`config.mk`:
```
export PLATFORM = sky130hd
export DESIGN_NAME = puf_response_sequencer
export DESIGN_NICKNAME = d
export VERILOG_FILES = /design/src/rtl/puf_response_sequencer.sv
export SDC_FILE = /design/constraint.sdc
export NUM_CORES = 1
export LEC_CHECK = 0
export CORE_MARGIN = 5
export CORE_UTILIZATION = 30
export CTS_CLUSTER_SIZE = 14
export DETAILED_ROUTE_END_ITERATION = 7
export PLACE_DENSITY = 0.63
export RECOVER_POWER = 50
export SKIP_CTS_REPAIR_TIMING = 1
export SLEW_MARGIN = 25
export SYNTH_ARGS = -nofsm -noshare
export SYNTH_HDL_FRONTEND = slang
export SYNTH_SLANG_ARGS = --single-unit
```
`constraint.sdc`:
```
create_clock -name clk -period 1.6 [get_ports clk]
set_input_delay 0.32 -clock clk [delete_from_list [all_inputs] [get_ports clk]]
set_output_delay 0.32 -clock clk [all_outputs]
set_load 0.03 [all_outputs]
```
`src/rtl/puf_response_sequencer.sv`:
```
// RO-PUF response sequencer: one challenge evaluation per bit, MSB-first word out over valid/ready.
// Optional WAIT timeout with sticky err enabled by defining PUF_SEQ_TIMEOUT_EN.
module puf_response_sequencer #(
    parameter int unsigned N_BITS      = 8,
    parameter int unsigned CHAL_W      = 4,
    parameter int unsigned SETTLE_CYC  = 16,
    parameter int unsigned TIMEOUT_CYC = 64
) (
    input  logic              clk,
    input  logic              rst,
    input  logic              start,
    input  logic [CHAL_W-1:0] chal_base,
    output logic              ro_en,
    output logic [CHAL_W-1:0] challenge,
    input  logic              cmp_valid,
    input  logic              cmp_bit,
    output logic              busy,
    output logic              resp_valid,
    input  logic              resp_ready,
    output logic [N_BITS-1:0] resp_data,
    output logic              err
);

    localparam int unsigned IDX_W = $clog2(N_BITS);
    localparam int unsigned SET_W = $clog2(SETTLE_CYC + 1);

    if (N_BITS < 2 || N_BITS > 32 || SETTLE_CYC < 1 || TIMEOUT_CYC < 1) begin : g_bad_params
        $error("puf_response_sequencer: parameter out of range");
    end

    typedef enum logic [1:0] {
        IDLE   = 2'd0,
        ENABLE = 2'd1,
        WAIT   = 2'd2,
        OUT    = 2'd3
    } state_t;

    state_t           state;
    logic [IDX_W-1:0] bit_idx;
    logic [SET_W-1:0] settle_cnt;
    logic             timeout_hit;

`ifdef PUF_SEQ_TIMEOUT_EN
    localparam int unsigned TO_W = $clog2(TIMEOUT_CYC + 1);

    logic [TO_W-1:0] wait_cnt;
    logic            err_q;

    // A real comparator strobe on the expiry cycle wins over the timeout.
    assign timeout_hit = !cmp_valid && (wait_cnt == TO_W'(TIMEOUT_CYC - 1));
    assign err         = err_q;

    always_ff @(posedge clk or posedge rst) begin
        if (rst) begin
            wait_cnt <= '0;
            err_q    <= 1'b0;
        end else begin
            if (state == IDLE && start) begin
                err_q <= 1'b0;
            end else if (state == WAIT && timeout_hit) begin
                err_q <= 1'b1;
            end
            if (state == WAIT && !cmp_valid && !timeout_hit) begin
                wait_cnt <= wait_cnt + TO_W'(1);
            end else begin
                wait_cnt <= '0;
            end
        end
    end
`else
    assign timeout_hit = 1'b0;
    assign err         = 1'b0;
`endif

    // Main sequencer; resp_data doubles as the response shift register.
    always_ff @(posedge clk or posedge rst) begin
        if (rst) begin
            state      <= IDLE;
            ro_en      <= 1'b0;
            challenge  <= '0;
            busy       <= 1'b0;
            resp_valid <= 1'b0;
            resp_data  <= '0;
            bit_idx    <= '0;
            settle_cnt <= '0;
        end else begin
            case (state)
                IDLE: begin
                    if (start) begin
                        state      <= ENABLE;
                        challenge  <= chal_base;
                        bit_idx    <= '0;
                        settle_cnt <= '0;
                        resp_data  <= '0;
                        ro_en      <= 1'b1;
                        busy       <= 1'b1;
                    end
                end
                ENABLE: begin
                    if (settle_cnt == SET_W'(SETTLE_CYC - 1)) begin
                        settle_cnt <= '0;
                        ro_en      <= 1'b0;
                        state      <= WAIT;
                    end else begin
                        settle_cnt <= settle_cnt + SET_W'(1);
                    end
                end
                WAIT: begin
                    if (cmp_valid || timeout_hit) begin
                        // On timeout cmp_valid is low, so a 0 is shifted in.
                        resp_data <= {resp_data[N_BITS-2:0], cmp_valid & cmp_bit};
                        if (bit_idx == IDX_W'(N_BITS - 1)) begin
                            resp_valid <= 1'b1;
                            state      <= OUT;
                        end else begin
                            bit_idx   <= bit_idx + IDX_W'(1);
                            challenge <= challenge + CHAL_W'(1);
                            ro_en     <= 1'b1;
                            state     <= ENABLE;
                        end
                    end
                end
                OUT: begin
                    if (resp_ready) begin
                        resp_valid <= 1'b0;
                        busy       <= 1'b0;
                        state      <= IDLE;
                    end
                end
                default: state <= IDLE;
            endcase
        end
    end

endmodule

```
==> flow_summary_export.csv, run 1 <==
group,metric,value,unit
sta,drv_slew,0,
placed_design,place_hpwl,2260,µm
yosys,yosysWarnings,0,
yosys,yosysSeqAreaShare,48.8,%
outcome,violations,"negative setup slack",
sta,fin_crit_sh,101,%
global_route,grt_pass1_wl,4890,µm
power,power.leakage,0.000913,µW
worst_setup_path,path_class,"flop to flop",
worst_setup_path,path_cells,"ha_2, ha_4, nand3b_1, a21oi_4, mux2_4",
power,p_sw,1360,µW
global_route,grt_pass1_vias,1080,
yosys,synth.avg_cell_area,10.5,µm²
power,p_int,1840,µW
placed_design,placed_area,0.00169,mm²
clocking,clock_sinks,25,
sta,fin_tns_setup,-0.0205,ns
floorplanning,ios,26,
sta,setup_violations,2,
floorplanning,fp.dieW,75.4,µm
routing,viasPerCell,5.21,
global_route,grt_max_degree,26,
yosys,synth_ff_type,"dfrtp_1",
sta,fmaxAchievable,0.620,GHz
sta,hold_ws,0.508,ns
yosys,synth_edf_count,0,
outcome,status,"complete, but fails checks",
yosys,async_flop_share,100,%
global_route,grtUsageTotal,11.1,%
final_layout,final_area,0.00176,mm²
clocking,cts_buffer_depth,2,
placed_design,post-place-ws,-0.127,ns
power,swShare,42.5,%
job,drv_cap,0,
routing,totalWireLength,3010,µm
sta,fin_crit,1.61,ns
routing,vias,1088,
power,total_power,3210,µW
sta,finalHoldViolations,0,
final_layout,syn_to_final_growth,36.9,%
yosys,yosysTopAreaCell,"dfrtp_1",
clocking,clk_latency,0.26,ns
worst_setup_path,startpoint_type,"flop",
sta,slew_headroom,58.4,%
clocking,cts-buffers-inserted,3,
worst_setup_path,crit_fanout,3,
sta,finClkSkew,0.00339,ns
worst_setup_path,cp_num_buf_inv,0,
final_layout,fin_nets,174,
power,p_comb_share,52.5,%
worst_setup_path,cpMaxStageDelayCell,"dfrtp_1",
yosys,syn-num-nets,136,
yosys,synth_cells,122,
power,ir_worst_vdd,0.790,mV
global_route,grt_overflow,0,
hold_path,holdCritPathClass,"flop to flop",
clocking,clk_pin_slew,0.08,ns
floorplanning,die-area,0.00568,mm²
placed_design,io_buffers,24,
yosys,synth_area,0.00128,mm²
worst_setup_path,crit_arrival,1.77,ns
floorplanning,core-area,0.00409,mm²
global_route,antenna_found_initial,0,
yosys,synth_seq_cells,25,
floorplanning,initial_core_util,31.4,%
routing,first_iter_violations,76,
floorplanning,rows,23,
clocking,cts_tree,"yes",
worst_setup_path,max_stage_delay,0.40,ns
power,power.density,1830,mW/mm²
yosys,yosys-top-cells-area,"dfrtp_1, a22o_1, ha_1, o21ai_0, nor2b_1",
worst_setup_path,cp-end-kind,"flop",
power,p_clk_share,11.5,%
routing,route.detailed.wl_per_inst,14.4,µm
floorplanning,die_h,75.4,µm
final_layout,n_antenna_cell,0,
final_layout,layout_common_cells,"dfrtp_1, a22o_1, dlymetal6s2s_1, buf_4",
routing,drc,0,
clocking,ctsHtreeMaxLevel,1,
worst_setup_path,cp_top_family,"flip-flops",
sta,rsz0062_at_grt,"true",
routing,drt_pass1_iterations,4,
power,p_seq_share,36.1,%
placed_design,place_congestion,0.842,
final_layout,layout_commonest_cell,"dfrtp_1",
yosys,ys_types,32,
worst_setup_path,worst_ep_required_time,1.76,ns
routing,antenna_left,0,
sta,setup_slack,-0.0118,ns
final_layout,layout-drive-gt1-share,15.1,%
sta,worst_slew_pin_slew,0.625,ns
yosys,synth_top_area_share,48.8,%
clocking,cts-root-buf,"clkbuf_8",
==> power by group through the flow <==
stage          clock network, µW  registers (µW)  logic (µW)
3_3_place_gp                   0            1150        1680
6_report                     368            1160        1680
2_1_floorplan                  0            1390         826
5_1_grt                      411            1200        1840
4_1_cts                      387            1160        1730
3_5_place_dp                   0            1180        1740
==> cells in the mapped netlist, drive strengths merged, types with 3 or more instances <==
cell type and number:
a22o 18, nor2b 6, nand2 9, dfrtp 25, nand2b 4, ha 4, clkbuf 3, o21ai 10
inv 7, nand3 3, mux2 3, nor2 3, nand4 3, buf 3
==> cell families (layout without fill, tap and decap cells) <==
| group | after synthesis | after routing | share of synthesized area (%) |
|---|---|---|---|
| other | 1 | 1 | 0.292 |
| buffers and inverters | 13 | 50 | 4.49 |
| adder cells (fa/ha/maj) | 4 | 4 | 3.90 |
| AO/OA/AOI/OAI | 40 | 40 | 23.6 |
| AND/OR/NAND/NOR | 34 | 34 | 14.7 |
| flip-flops | 25 | 25 | 48.8 |
| multiplexers | 5 | 5 | 4.19 |
==> registers in the layout, indices dropped and copies added (netlist names) <==
signal      count
resp_data       8
settle_cnt      5
challenge       4
bit_idx         3
state           2
busy            1
resp_valid      1
ro_en           1
==> cell type report <==
type                    instances  area [µm²]
clock buffers                   4        45.0
fillers                       424        2330
inverters                       7        26.3
multi-input cells              84         629
flip-flops and latches         25         626
well taps                      50        62.6
repair buffers                 39         367
==> worst reg2reg max path, delay by kind of cell, from the launching register on <==
family,cells,cell delay [ns]
compound gates,1,0.21
fa+ha+maj,2,0.36
flops,1,0.40
mux,1,0.31
simple gates,1,0.23
==> routing by layer <==
layer / share of wire (%) / GRT usage, % / wire length (µm) / up-vias
li1: - / - / - / 526
met1: 46 / 14.8 / 1390 / 543
met2: 50 / 17.8 / 1500 / 17
met3: 3.5 / 2.37 / 106 / 2
met4: 0.66 / 3.50 / 20 / 0
met5: 0 / 0 / 0 / -
==> stage by stage <==
step | utilization [%] | cells
detailed placement | 41.3 | 204
global route | 43.0 | 209
CTS | 42.4 | 208
finish | 43.0 | 209
global placement | 41.3 | 204
floorplan | - | 122
==> path summary, 6_finish.rpt <==
check	endpoint	startpoint	slack, ns	cells after the start
max	challenge[1]	bit_idx[1]	-0.01	5
min	ro_en	ro_en	0.51	2
max reg2reg	challenge[1]	bit_idx[1]	-0.01	5
min reg2reg	ro_en	ro_en	0.51	2
max in group asynchronous	resp_data[0]	rst	0.55	3
min in group asynchronous	bit_idx[0]	rst	0.65	3
No activity file was read; power rests on OpenSTA's default activity.
==> run 2, diff against run 1 <==
Settings changed: PLACE_DENSITY 0.63 to 0.53, TNS_END_PERCENT set to 1.
==> flow_summary_export.csv, run 2 (same netlist as run 1, synthesis figures left out) <==
group,metric,value,unit
global_route,grtUsageTotal,11.9,%
global_route,antenna_found_initial,0,
outcome,status,"complete, but fails checks",
floorplanning,die-area,0.00568,mm²
final_layout,layout_common_cells,"dfrtp_1, a22o_1, dlymetal6s2s_1, buf_4, nand2_1",
final_layout,largest_reg_flops,8,
routing,totalWireLength,3000,µm
worst_setup_path,max_stage_delay,0.40,ns
power,power.leakage,0.000945,µW
worst_setup_path,worst_ep_required_time,1.79,ns
final_layout,fin_cells,210,
final_layout,syn_to_final_growth,39.2,%
final_layout,final_area,0.00179,mm²
routing,vias,1071,
power,power.density,1820,mW/mm²
placed_design,place_congestion,0.848,
job,drv_cap,0,
hold_path,holdCritPathClass,"flop to flop",
sta,fin_crit_sh,103,%
placed_design,placed_area,0.00172,mm²
global_route,grt_pass1_vias,1098,
global_route,grt_max_degree,29,
worst_setup_path,path_cells,"ha_2, ha_4, nand3b_1, buf_4, a221oi_1, a2bb2oi_1",
worst_setup_path,path_class,"flop to flop",
worst_setup_path,crit_fanout,2,
floorplanning,core-area,0.00409,mm²
floorplanning,die_h,75.4,µm
worst_setup_path,crit_arrival,1.85,ns
sta,finalHoldViolations,0,
floorplanning,fp.dieW,75.4,µm
worst_setup_path,cp-end-kind,"flop",
clocking,clock_sinks,25,
floorplanning,initial_core_util,31.4,%
final_layout,fin_util,43.7,%
final_layout,layout-drive-gt1-share,16.3,%
final_layout,biggestRegsByFlops,"resp_data (8), settle_cnt (5), challenge (4)",
power,ir_worst_vdd,0.678,mV
sta,setup_slack,-0.0518,ns
sta,worst_slew_pin_slew,0.618,ns
clocking,cts-root-buf,"clkbuf_8",
clocking,cts-buffers-inserted,3,
routing,viasPerCell,5.10,
worst_setup_path,cpMaxStageDelayCell,"dfrtp_1",
global_route,grt_overflow,0,
clocking,ctsHtreeMaxLevel,1,
sta,slew_headroom,58.8,%
worst_setup_path,startpoint_type,"flop",
sta,fin_crit,1.65,ns
placed_design,place_hpwl,2220,µm
sta,setup_violations,2,
routing,drt_pass1_iterations,4,
placed_design,dp_cells,206,
sta,finClkSkew,0.00398,ns
outcome,violations,"negative setup slack",
clocking,cts_tree,"yes",
routing,first_iter_violations,48,
final_layout,largest_register,"resp_data",
placed_design,io_buffers,24,
final_layout,fin_nets,175,
routing,antenna_left,0,
sta,drv_slew,0,
routing,drc,0,
clocking,cts_buffer_depth,2,
clocking,clk_pin_slew,0.09,ns
final_layout,layout_commonest_cell,"dfrtp_1",
routing,route.detailed.wl_per_inst,14.3,µm
floorplanning,ios,26,
final_layout,n_antenna_cell,0,
clocking,clk_latency,0.27,ns
global_route,grt_pass1_wl,5250,µm
sta,rsz0062_at_grt,"true",
floorplanning,rows,23,
sta,fmaxAchievable,0.605,GHz
==> run 2: changes by cell type in the layout (fill, tap and decap cells not counted), sizes merged <==
cell and delta:
buf +1, clkbuf -2, clkdlybuf4s50 -1, clkinv +1, dlygate4sd3 +1, dlymetal6s2s +1
==> run 2: final timing paths <==
| kind | slack (ns) | to | depth (start not counted) | startpoint |
|---|---|---|---|---|
| worst max register to register | -0.05 | challenge[3] | 6 | bit_idx[0] |
| worst min-delay path | 0.51 | ro_en | 2 | ro_en |
| min in group asynchronous | 0.65 | bit_idx[0] | 3 | rst |
| worst max-delay path | -0.05 | challenge[3] | 6 | bit_idx[0] |
| max in group asynchronous | 0.55 | resp_data[2] | 3 | rst |
| worst min register to register | 0.51 | ro_en | 2 | ro_en |
==> run 2: report_power, final <==
part / internal, µW / leakage (µW) / switching [µW]
Sequential: 882 / 0.000315 / 245
Clock: 174 / 0.0000255 / 204
Combinational: 818 / 0.000604 / 926
==> run 2: critical path: cells and delay by family (launching register included) <==
family / cells / cell delay [ns]
compound gates: 2 / 0.45
fa+ha+maj: 2 / 0.35
buf+inv: 1 / 0.17
flops: 1 / 0.40
simple gates: 1 / 0.21
==> run 2: final cells by class <==
cell class	count	area (µm²)
Multi-Input combinational cell	84	629
Sequential cell	25	626
Fill cell	399	2300
Inverter	7	26.3
Tap cell	50	62.6
Clock buffer	3	41.3
Clock inverter	1	5.00
Timing Repair Buffer	40	395
==> run 2: metal layers <==
layer  vias to the layer above  GRT usage [%]  part of all wire [%]
met2                        16           18.2                    48
met5                         -              0                     0
met1                       520           17.0                    48
met4                         0           4.08                   1.5
met3                         5           2.24                   3.3
li1                        530              -                     -
==> run 2: through the flow <==
step / setup TNS (ns) / hold WS, ns / setup WS [ns] / power, µW
finish: -0.0812 / 0.514 / -0.0518 / 3250
global route: -0.312 / 0.561 / -0.124 / 3500
CTS: -1.48 / 0.430 / -0.121 / 3350
detailed placement: -1.18 / 0.492 / -0.171 / 2950
global placement: -0.731 / 0.490 / -0.104 / 2910
floorplan: -0.0425 / 0.347 / -0.0213 / 2220
==> run 3, diff against run 2 <==
Settings changed: SETUP_SLACK_MARGIN set to 0.3.
==> flow_summary_export.csv, run 3 (same netlist as run 1, synthesis figures left out) <==
group,metric,value,unit
outcome,status,"complete, but fails checks",
outcome,violations,"negative setup slack",
worst_setup_path,startpoint_type,"flop",
sta,fmaxAchievable,0.612,GHz
power,ir_worst_vdd,0.670,mV
sta,hold_ws,0.510,ns
global_route,grtUsageTotal,11.9,%
global_route,grt_pass1_wl,5250,µm
final_layout,fin_nets,175,
placed_design,io_buffers,24,
routing,drt_pass1_iterations,4,
final_layout,layout_commonest_cell,"dfrtp_1",
routing,vias,1060,
routing,route.detailed.wl_per_inst,14.6,µm
worst_setup_path,crit_arrival,1.83,ns
sta,rsz0062_at_grt,"true",
floorplanning,ios,26,
floorplanning,rows,23,
sta,drv_slew,0,
final_layout,largest_reg_flops,8,
routing,viasPerCell,5.05,
floorplanning,die-area,0.00568,mm²
worst_setup_path,worst_ep_required_time,1.79,ns
global_route,grt_overflow,0,
global_route,antenna_found_initial,0,
sta,setup_violations,3,
clocking,cts-root-buf,"clkbuf_8",
floorplanning,die_h,75.4,µm
worst_setup_path,path_class,"flop to flop",
worst_setup_path,cp-end-kind,"flop",
sta,finClkSkew,0.00369,ns
clocking,ctsHtreeMaxLevel,1,
power,total_power,3190,µW
placed_design,place_hpwl,2220,µm
final_layout,layout_common_cells,"dfrtp_1, a22o_1, buf_4, clkbuf_2, nand2_1",
clocking,cts_buffer_depth,2,
global_route,grt_max_degree,29,
final_layout,layout-drive-gt1-share,26.9,%
routing,drc,0,
clocking,clock_sinks,25,
final_layout,n_antenna_cell,0,
sta,slew_headroom,58.8,%
final_layout,biggestRegsByFlops,"resp_data (8), settle_cnt (5), challenge (4)",
sta,setup_slack,-0.0345,ns
global_route,grt_pass1_vias,1098,
clocking,clk_pin_slew,0.09,ns
sta,fin_crit_sh,102,%
power,power.density,1860,mW/mm²
sta,fin_crit,1.63,ns
job,drv_cap,0,
clocking,clk_latency,0.27,ns
placed_design,dp_cells,206,
final_layout,num-fill-cells,414,
hold_path,holdCritPathClass,"flop to flop",
routing,antenna_left,0,
final_layout,fin_cells,210,
final_layout,regArea,627,µm²
sta,finalHoldViolations,0,
floorplanning,initial_core_util,31.4,%
sta,worst_slew_pin_slew,0.618,ns
clocking,cts_tree,"yes",
placed_design,place_congestion,0.848,
floorplanning,core-area,0.00409,mm²
final_layout,multi_input_area,648,µm²
sta,fin_tns_setup,-0.0671,ns
clocking,cts-buffers-inserted,3,
power,power.leakage,0.000761,µW
worst_setup_path,crit_fanout,2,
final_layout,syn_to_final_growth,33.5,%
final_layout,largest_register,"resp_data",
routing,totalWireLength,3060,µm
worst_setup_path,r2r_slack,-0.03,ns
floorplanning,fp.dieW,75.4,µm
routing,first_iter_violations,49,
## run 3: area by class of cell
type | instances | share of cell area (%)
multi-input combinational | 84 | 37.9
tap | 50 | 3.65
inverter | 7 | 1.75
clock inverter | 1 | 0.292
sequential | 25 | 36.6
clock buffer | 3 | 2.41
timing repair buffer | 40 | 17.4
## run 3: path summary, 6_finish.rpt
kind	startpoint	endpoint	depth (start not counted)
worst max-delay path	bit_idx[0]	challenge[3]	6
worst min-delay path	ro_en	ro_en	2
worst max register to register	bit_idx[0]	challenge[3]	6
worst min register to register	ro_en	ro_en	2
max in group asynchronous	rst	state[0]	3
min in group asynchronous	rst	bit_idx[0]	3
## run 3: per-layer routing
metal  vias up  wire [µm]  GRT usage [%]
met1       523       1460           17.0
met4         0         19           4.08
met3         2         79           2.24
met5         -          0              0
li1        527          -              -
met2         8       1500           18.2
## run 3: report_power, final
group / total (µW) / leakage [µW] / switching (µW) / internal (µW)
clock: 377 / 0.0000255 / 203 / 174
sequential: 1140 / 0.000314 / 251 / 885
combinational: 1680 / 0.000422 / 965 / 712
## run 3: through the flow
stage / worst slack, ns / util [%] / area [µm²]
final: -0.0345 / 41.9 / 1710
after global routing: -0.119 / 41.9 / 1710
after CTS: -0.121 / 43.1 / 1760
after detailed placement: -0.171 / 42.0 / 1720
after global placement: -0.104 / 42.0 / 1720
after floorplan: -0.0213 / - / 1310
## run 3: critical path, cell delays in order, from the launching register on
cell       delay [ns]
dfrtp_1          0.40
ha_2             0.19
ha_4             0.15
nand3b_1         0.21
buf_4            0.18
a221oi_2         0.22
a2bb2oi_1        0.20
